==> src/rtl/mem_arbiter.sv <==
// Arbitrates the single-port data RAM between instruction fetch (read-only) and the LSU.
// LSU wins by default; partial-word stores are executed as a two-cycle read-modify-write.
module mem_arbiter #(
  parameter int AW         = 7,
  parameter int STARVE_MAX = 4
) (
  input  logic          clk,
  input  logic          rst,
  input  logic          i_req,
  input  logic [AW-1:0] i_addr,
  output logic          i_gnt,
  output logic          i_rvalid,
  output logic [31:0]   i_rdata,
  input  logic          d_req,
  input  logic          d_we,
  input  logic [AW-1:0] d_addr,
  input  logic [3:0]    d_be,
  input  logic [31:0]   d_wdata,
  output logic          d_gnt,
  output logic          d_rvalid,
  output logic [31:0]   d_rdata,
  output logic          ram_wren,
  output logic [AW-1:0] ram_addr,
  output logic [31:0]   ram_wdata,
  input  logic [31:0]   ram_rdata
);

  typedef enum logic {ST_IDLE, ST_RMW} state_t;

  localparam int CW = $clog2(STARVE_MAX + 1);
  localparam logic [CW-1:0] CNT_MAX = CW'(STARVE_MAX);

  state_t        r_state, w_state_nxt;
  logic [CW-1:0] r_cnt, w_cnt_nxt;
  logic          r_i_rv, r_d_rv;
  logic [AW-1:0] r_addr;
  logic [3:0]    r_be;
  logic [31:0]   r_wdata;
  logic          w_sel_d, w_rd_i, w_rd_d, w_latch;

  // Fetch wins a tie only once the LSU has been selected STARVE_MAX times in a row.
  assign w_sel_d = d_req && (!i_req || (r_cnt != CNT_MAX));

  always_comb begin
    w_state_nxt = r_state;
    w_cnt_nxt   = r_cnt;
    i_gnt       = 1'b0;
    d_gnt       = 1'b0;
    ram_wren    = 1'b0;
    ram_addr    = i_addr;
    ram_wdata   = d_wdata;
    w_rd_i      = 1'b0;
    w_rd_d      = 1'b0;
    w_latch     = 1'b0;
    unique case (r_state)
      ST_IDLE: begin
        if (w_sel_d) begin
          ram_addr = d_addr;
          if (!d_we) begin
            d_gnt  = 1'b1;
            w_rd_d = 1'b1;
          end else if (d_be == 4'hF) begin
            d_gnt    = 1'b1;
            ram_wren = 1'b1;
          end else if (d_be == 4'h0) begin
            d_gnt = 1'b1;
          end else begin
            w_latch     = 1'b1;
            w_state_nxt = ST_RMW;
          end
        end else if (i_req) begin
          i_gnt  = 1'b1;
          w_rd_i = 1'b1;
        end
        if (!i_req || i_gnt) w_cnt_nxt = '0;
        else if (w_sel_d && (r_cnt != CNT_MAX)) w_cnt_nxt = r_cnt + 1'b1;
      end
      ST_RMW: begin
        ram_addr = r_addr;
        ram_wren = 1'b1;
        d_gnt    = 1'b1;
        for (int n = 0; n < 4; n++)
          ram_wdata[8*n +: 8] = r_be[n] ? r_wdata[8*n +: 8] : ram_rdata[8*n +: 8];
        w_state_nxt = ST_IDLE;
        if (!i_req) w_cnt_nxt = '0;
      end
      default: w_state_nxt = ST_IDLE;
    endcase
    // Reset suppresses every grant and write, which also aborts an RMW in flight.
    if (rst) begin
      i_gnt    = 1'b0;
      d_gnt    = 1'b0;
      ram_wren = 1'b0;
      w_rd_i   = 1'b0;
      w_rd_d   = 1'b0;
      w_latch  = 1'b0;
    end
  end

  always_ff @(posedge clk) begin
    if (rst) begin
      r_state <= ST_IDLE;
      r_cnt   <= '0;
      r_i_rv  <= 1'b0;
      r_d_rv  <= 1'b0;
    end else begin
      r_state <= w_state_nxt;
      r_cnt   <= w_cnt_nxt;
      r_i_rv  <= w_rd_i;
      r_d_rv  <= w_rd_d;
    end
  end

  always_ff @(posedge clk) begin
    if (w_latch) begin
      r_addr  <= d_addr;
      r_be    <= d_be;
      r_wdata <= d_wdata;
    end
  end

  // RAM read data is registered, so it lines up with the rvalid raised one cycle after the grant.
  assign i_rvalid = r_i_rv;
  assign d_rvalid = r_d_rv;
  assign i_rdata  = ram_rdata;
  assign d_rdata  = ram_rdata;

endmodule

==> config.mk <==
export PLATFORM = sky130hd
export DESIGN_NAME = mem_arbiter
export DESIGN_NICKNAME = d
export VERILOG_FILES = /design/src/rtl/mem_arbiter.sv
export SDC_FILE = /design/constraint.sdc
export NUM_CORES = 1
export LEC_CHECK = 0
export ABC_AREA = 1
export ABC_CLOCK_PERIOD_IN_PS = 6900
export CAP_MARGIN = 0
export CORE_MARGIN = 2
export CORE_UTILIZATION = 39
export DETAILED_ROUTE_END_ITERATION = 6
export PLACE_DENSITY = 0.86
export SKIP_CTS_REPAIR_TIMING = 1
export SLEW_MARGIN = 40
export SYNTH_ARGS = -nofsm -noshare
export SYNTH_HDL_FRONTEND = slang
export SYNTH_SLANG_ARGS = --single-unit
==> constraint.sdc <==
create_clock -name clk -period 6.9 [get_ports clk]
set_input_delay 1.035 -clock clk [delete_from_list [all_inputs] [get_ports clk]]
set_output_delay 1.035 -clock clk [all_outputs]
set_load 0.005 [all_outputs]
==> metrics.cfg, run 1 <==
[place]
globalplace.congestion=0.780
post_dp_cell_area_um2=4540
hpwl_mm=6.32
io_buffers=194

[logic_synthesis]
ys_ff_latch=49
syn-num-nets=427
synth-edff-count=43
yosysUniqueCellTypes=21
netlist_area_um2=2950
synth_warnings=0
synthArstFlopShare_pct=0
synth_ff_type=edfxtp_1
netlist_instances=338
synth_seq_area_share_pct=47.9
syn_avg_cell_area_um2=8.72

[finish]
syn2layout_area_growth_pct=56.8
fillerInstances=633
regArea_um2=1410
mostFrequentLayoutCells=clkdlybuf4s50_1, nand2_1, nor2_1, edfxtp_1, o21ai_0
final_cell_area_um2=4620
diodes=0
final_common_cell=clkdlybuf4s50_1
drive_gt1_share_pct=4.68
multi_input_area_um2=922
post-route-util_pct=63.4
num-nets-final=558

[critical_path]
path_cells=clkdlybuf4s50_1, nand3_2, nand2_4, inv_1, nand2_1, a21oi_1, clkdlybuf4s50_1
slowest_stage=clkdlybuf4s50_1
cp_top_family=buffers and inverters
crit_top_cell=clkdlybuf4s50_1
startpoint_type=primary input
cp_max_fo=15
arrival_ps=2680
worstPathRequired_ps=5860
slowest_delay_ps=520
path_buf_inv=3
critPathKind=primary input to primary output
end_kind=primary output

[drt]
wl_mm=8.12
drc=0
first_pass_iters=4
drtIter0Drc=110
vias=2727
via_per_inst=4.79
wl_per_cell_um=14.3
ant_nets=0

[timing]
slew_headroom_pct=47.4
tightest_slew_ps=787
post-route-period-util_pct=53.8
grt_setup_unrepaired=false
finalSetupTns_ps=0
fmax_mhz=269
slew_viol_final=0
whs_ps=568
period_needed_ps=3710
finalSetupViolCount=0
finalHoldViolations=0
fin_worst_skew_ps=10.8

[grt]
grt_use_total_pct=18.6
grt_pass1_vias=2675
grt_max_degree=46
antenna_found_initial=0
overflow=0
grt_pass1_wl_mm=12.7

[die]
dieHeight_um=90.9
fp.coreArea_um2=7290
initial_core_util_pct=40.4
pin_count=195
dieArea_um2=8270
die_w_um=90.9
num_rows=31

[power_and_ir_drop]
power.total_mw=0.686
ir_drop_uv=78.9
p_leak_nw=1.76
cellPowerDensity_nw_per_um2=149

[clock_tree]
clock_latency_ps=290
clk_path_buf_depth=2
clk_pin_slew_ps=90
root_buffer=clkbuf_8
numCtsBuffers=5
cts_tree=done
numClockSinks=49
h-tree-depth=2

[run]
max_cap_violations=0

[status]
status=finished clean

[min_path]
min-delay-path-class=flip-flop to flip-flop

==> worst paths after layout <==
path	start	to	slack, ps	cells past startpoint
worst max-delay path	i_req	d_gnt	3190	7
worst min-delay path	r_cnt[0]$_SDFFE_PP0P_	r_cnt[0]$_SDFFE_PP0P_	570	1
worst max register to register	r_cnt[0]$_SDFFE_PP0P_	r_be[2]$_DFFE_PP_	4810	8
worst min register to register	r_cnt[0]$_SDFFE_PP0P_	r_cnt[0]$_SDFFE_PP0P_	570	1
==> cell families (layout without fill, tap and decap cells) <==
| family | Yosys count | after routing | synth area share [%] |
|---|---|---|---|
| AOI/OAI and AO/OA | 75 | 75 | 13.9 |
| adders and majority gates | 2 | 2 | 0.849 |
| buffers and inverters | 94 | 226 | 21.1 |
| DFF | 49 | 49 | 47.9 |
| and+or+nand+nor | 118 | 118 | 16.3 |
==> registers in the layout, summed over array words and instances (netlist names) <==
| signal | flops |
|---|---|
| r_addr | 7 |
| d_rvalid | 1 |
| r_be | 4 |
| r_cnt | 3 |
| r_wdata | 32 |
| i_rvalid | 1 |
| r_state | 1 |
==> metrics by stage <==
step / setup slack, ps / cells
after detailed placement: 3200 / 561
after CTS: 3190 / 569
after global routing: 3060 / 569
after global placement: 3250 / 559
final: 3190 / 569
after floorplan: 3220 / 338
==> worst reg2reg max path, stage by stage (launching register included) <==
cell,delay [ps]
dfxtp_1,400
inv_1,60
ha_1,200
nand3_2,100
nand2_4,130
inv_1,160
nand3_1,180
nor2_4,350
buf_16,210
==> power breakdown <==
part           total (mW)  switching, mW  internal, mW
clock               0.158         0.0898        0.0684
sequential          0.336        0.00388         0.332
combinational       0.192         0.0682         0.124
total               0.686          0.162         0.524
==> cell type report <==
class | count | share of cell area [%]
inverters | 21 | 1.71
well taps | 99 | 2.68
repair buffers | 197 | 43.4
clock buffers | 5 | 1.49
multi-input cells | 195 | 20.0
clock inverters | 3 | 0.271
flip-flops and latches | 49 | 30.5
==> cell usage after synthesis (2+ instances only) <==
library cell	number	area, um2
buf_4	65	488
nand2_1	56	210
nor2_1	48	180
edfxtp_1	43	1290
o21ai_0	35	175
o21ai_1	29	145
inv_1	20	75.1
buf_2	6	30.0
dfxtp_1	6	120
nand2_2	6	37.5
nand3_1	6	30.0
o211ai_1	4	30.0
a21oi_1	3	15.0
o211ai_2	3	37.5
ha_1	2	25.0
==> layer usage <==
metal | wire [um] | vias to the layer above | track usage, %
li1 | - | 1322 | -
met1 | 3250 | 1275 | 21.6
met2 | 4280 | 120 | 34.9
met3 | 503 | 10 | 4.07
met4 | 88 | 0 | 3.91
met5 | 0 | - | 0
Power figures use the tool's default switching activity.
==> run 2: changes to the inputs <==
ABC_CLOCK_PERIOD_IN_PS = 3400   (was 6900)
CORE_UTILIZATION = 33   (was 39)
PLACE_DENSITY = 0.78   (was 0.86)
clock period = 3.4 ns   (was 6.9 ns; I/O delays follow)
==> run 2 against run 1 <==
Compared with the run above: core utilization down 10 points; critical path depth unchanged; first-iteration DRC count shrank 14%; power is 110% higher; register-to-register slack worse by 3600 ps; final cell count rose by 1.4%; design area is 0.22% lower; routed wire length shrank 5.1%; highest routed layer unchanged; non-clock buffer count fell by 1; largest cell class unchanged.
==> metrics.cfg, run 2 (synthesis results as in run 1) <==
[finish]
syn2layout_area_growth_pct=56.5
diodes=0
final_cell_area_um2=4610
multi_input_area_um2=922
top_regs=r_wdata (32), r_addr (7), r_be (4)
mostFrequentLayoutCells=clkdlybuf4s50_1, nand2_1, nor2_1, edfxtp_1, o21ai_0
post-route-util_pct=53.1
num-nets-final=557
largest_reg_flops=32
final_common_cell=clkdlybuf4s50_1
largest-register=r_wdata
regArea_um2=1410
drive_gt1_share_pct=4.48
fillerInstances=817

[clock_tree]
numCtsBuffers=5
numClockSinks=49
cts_tree=done
clk_path_buf_depth=2
h-tree-depth=2
root_buffer=clkbuf_8
clk_pin_slew_ps=80
clock_latency_ps=290

[drt]
ant_nets=0
wl_mm=7.70
drc=0
wl_per_cell_um=13.3
via_per_inst=4.61
first_pass_iters=4
vias=2661
drtIter0Drc=95

[critical_path]
slowest_delay_ps=530
startpoint=i_req
end_kind=primary output
r2r_cells=8
path_buf_inv=3
cp_max_fo=15
slowest_stage=clkdlybuf4s50_1
cp_top_family=buffers and inverters
timing.rr.end=r_be[3]$_DFFE_PP_
arrival_ps=2130
reg2reg_from=r_cnt[0]$_SDFFE_PP0P_
cp.depth=7
path_cells=clkdlybuf4s50_1, nand3_2, nand2_4, inv_1, nand3_1, a21oi_1, clkdlybuf4s50_1
ff2ff_setup_slack_ps=1230
worstPathRequired_ps=2890
startpoint_type=primary input
critPathKind=primary input to primary output
crit_top_cell=clkdlybuf4s50_1

[timing]
tightest_slew_ps=640
grt_setup_unrepaired=false
fmax_mhz=378
finalHoldViolations=0
post-route-period-util_pct=77.7
fin_worst_skew_ps=9.25
finalSetupViolCount=0
slew_viol_final=0
finalSetupTns_ps=0
slew_headroom_pct=57.3
period_needed_ps=2640

[die]
pin_count=195
fp.coreArea_um2=8680
initial_core_util_pct=34.0
dieHeight_um=98.5
die_w_um=98.5
num_rows=34
dieArea_um2=9710

[grt]
overflow=0
antenna_found_initial=0
grt_use_total_pct=15.2
grt_pass1_wl_mm=12.2
grt_max_degree=46
grt_pass1_vias=2587

[power_and_ir_drop]
p_leak_nw=1.75
ir_drop_uv=156
cellPowerDensity_nw_per_um2=316

[place]
globalplace.congestion=0.756
io_buffers=194
post_dp_cell_area_um2=4500
hpwl_mm=6.04

[min_path]
min_path_cells=1
min-delay-path-class=flip-flop to flip-flop
hold_start=r_cnt[0]$_SDFFE_PP0P_
min_to=r_cnt[0]$_SDFFE_PP0P_

[run]
max_cap_violations=0

[status]
status=finished clean

==> run 2: layer usage <==
layer	up-vias	track usage, %	part of all wire, %
met5	-	0	0
met2	110	28.8	53
met1	1216	17.2	39
li1	1329	-	-
met4	0	3.16	0.87
met3	6	3.76	7.4
==> run 2: stage by stage <==
stage | power [mW] | std cells | hold slack, ps | setup slack (ps)
4_1_cts | 1.48 | 577 | 542 | 754
2_1_floorplan | 0.843 | 338 | 491 | 156
3_3_place_gp | 1.07 | 569 | 503 | 795
3_5_place_dp | 1.08 | 569 | 523 | 759
5_1_grt | 1.53 | 577 | 605 | 643
6_report | 1.46 | 577 | 538 | 757
==> run 2: cell type report <==
cell class | instances | area share (%)
clock buffer | 6 | 1.57
clock inverter | 2 | 0.733
inverter | 21 | 1.74
multi-input combinational | 195 | 20.0
sequential | 49 | 30.6
tap | 108 | 2.93
timing repair buffer | 196 | 42.4
==> run 2: where the power goes <==
| group | switching, mW | internal [mW] |
|---|---|---|
| Sequential | 0.00751 | 0.673 |
| Clock | 0.179 | 0.217 |
| Combinational | 0.133 | 0.248 |
==> run 2: worst max path at each step <==
stage | to | slack [ps]
final | ram_wren | 760
after CTS | ram_wren | 750
after global placement | d_gnt | 800
after detailed placement | ram_wren | 760
after global routing | ram_wren | 640
after floorplan | r_addr[0]$_DFFE_PP_ | 160
==> run 2: worst reg2reg max path: cells and delay by family, from the launching register on <==
| kind | cells | cell delay, ps |
|---|---|---|
| DFF | 1 | 380 |
| buffers and inverters | 3 | 670 |
| adders and majority gates | 1 | 200 |
| and+or+nand+nor | 4 | 530 |
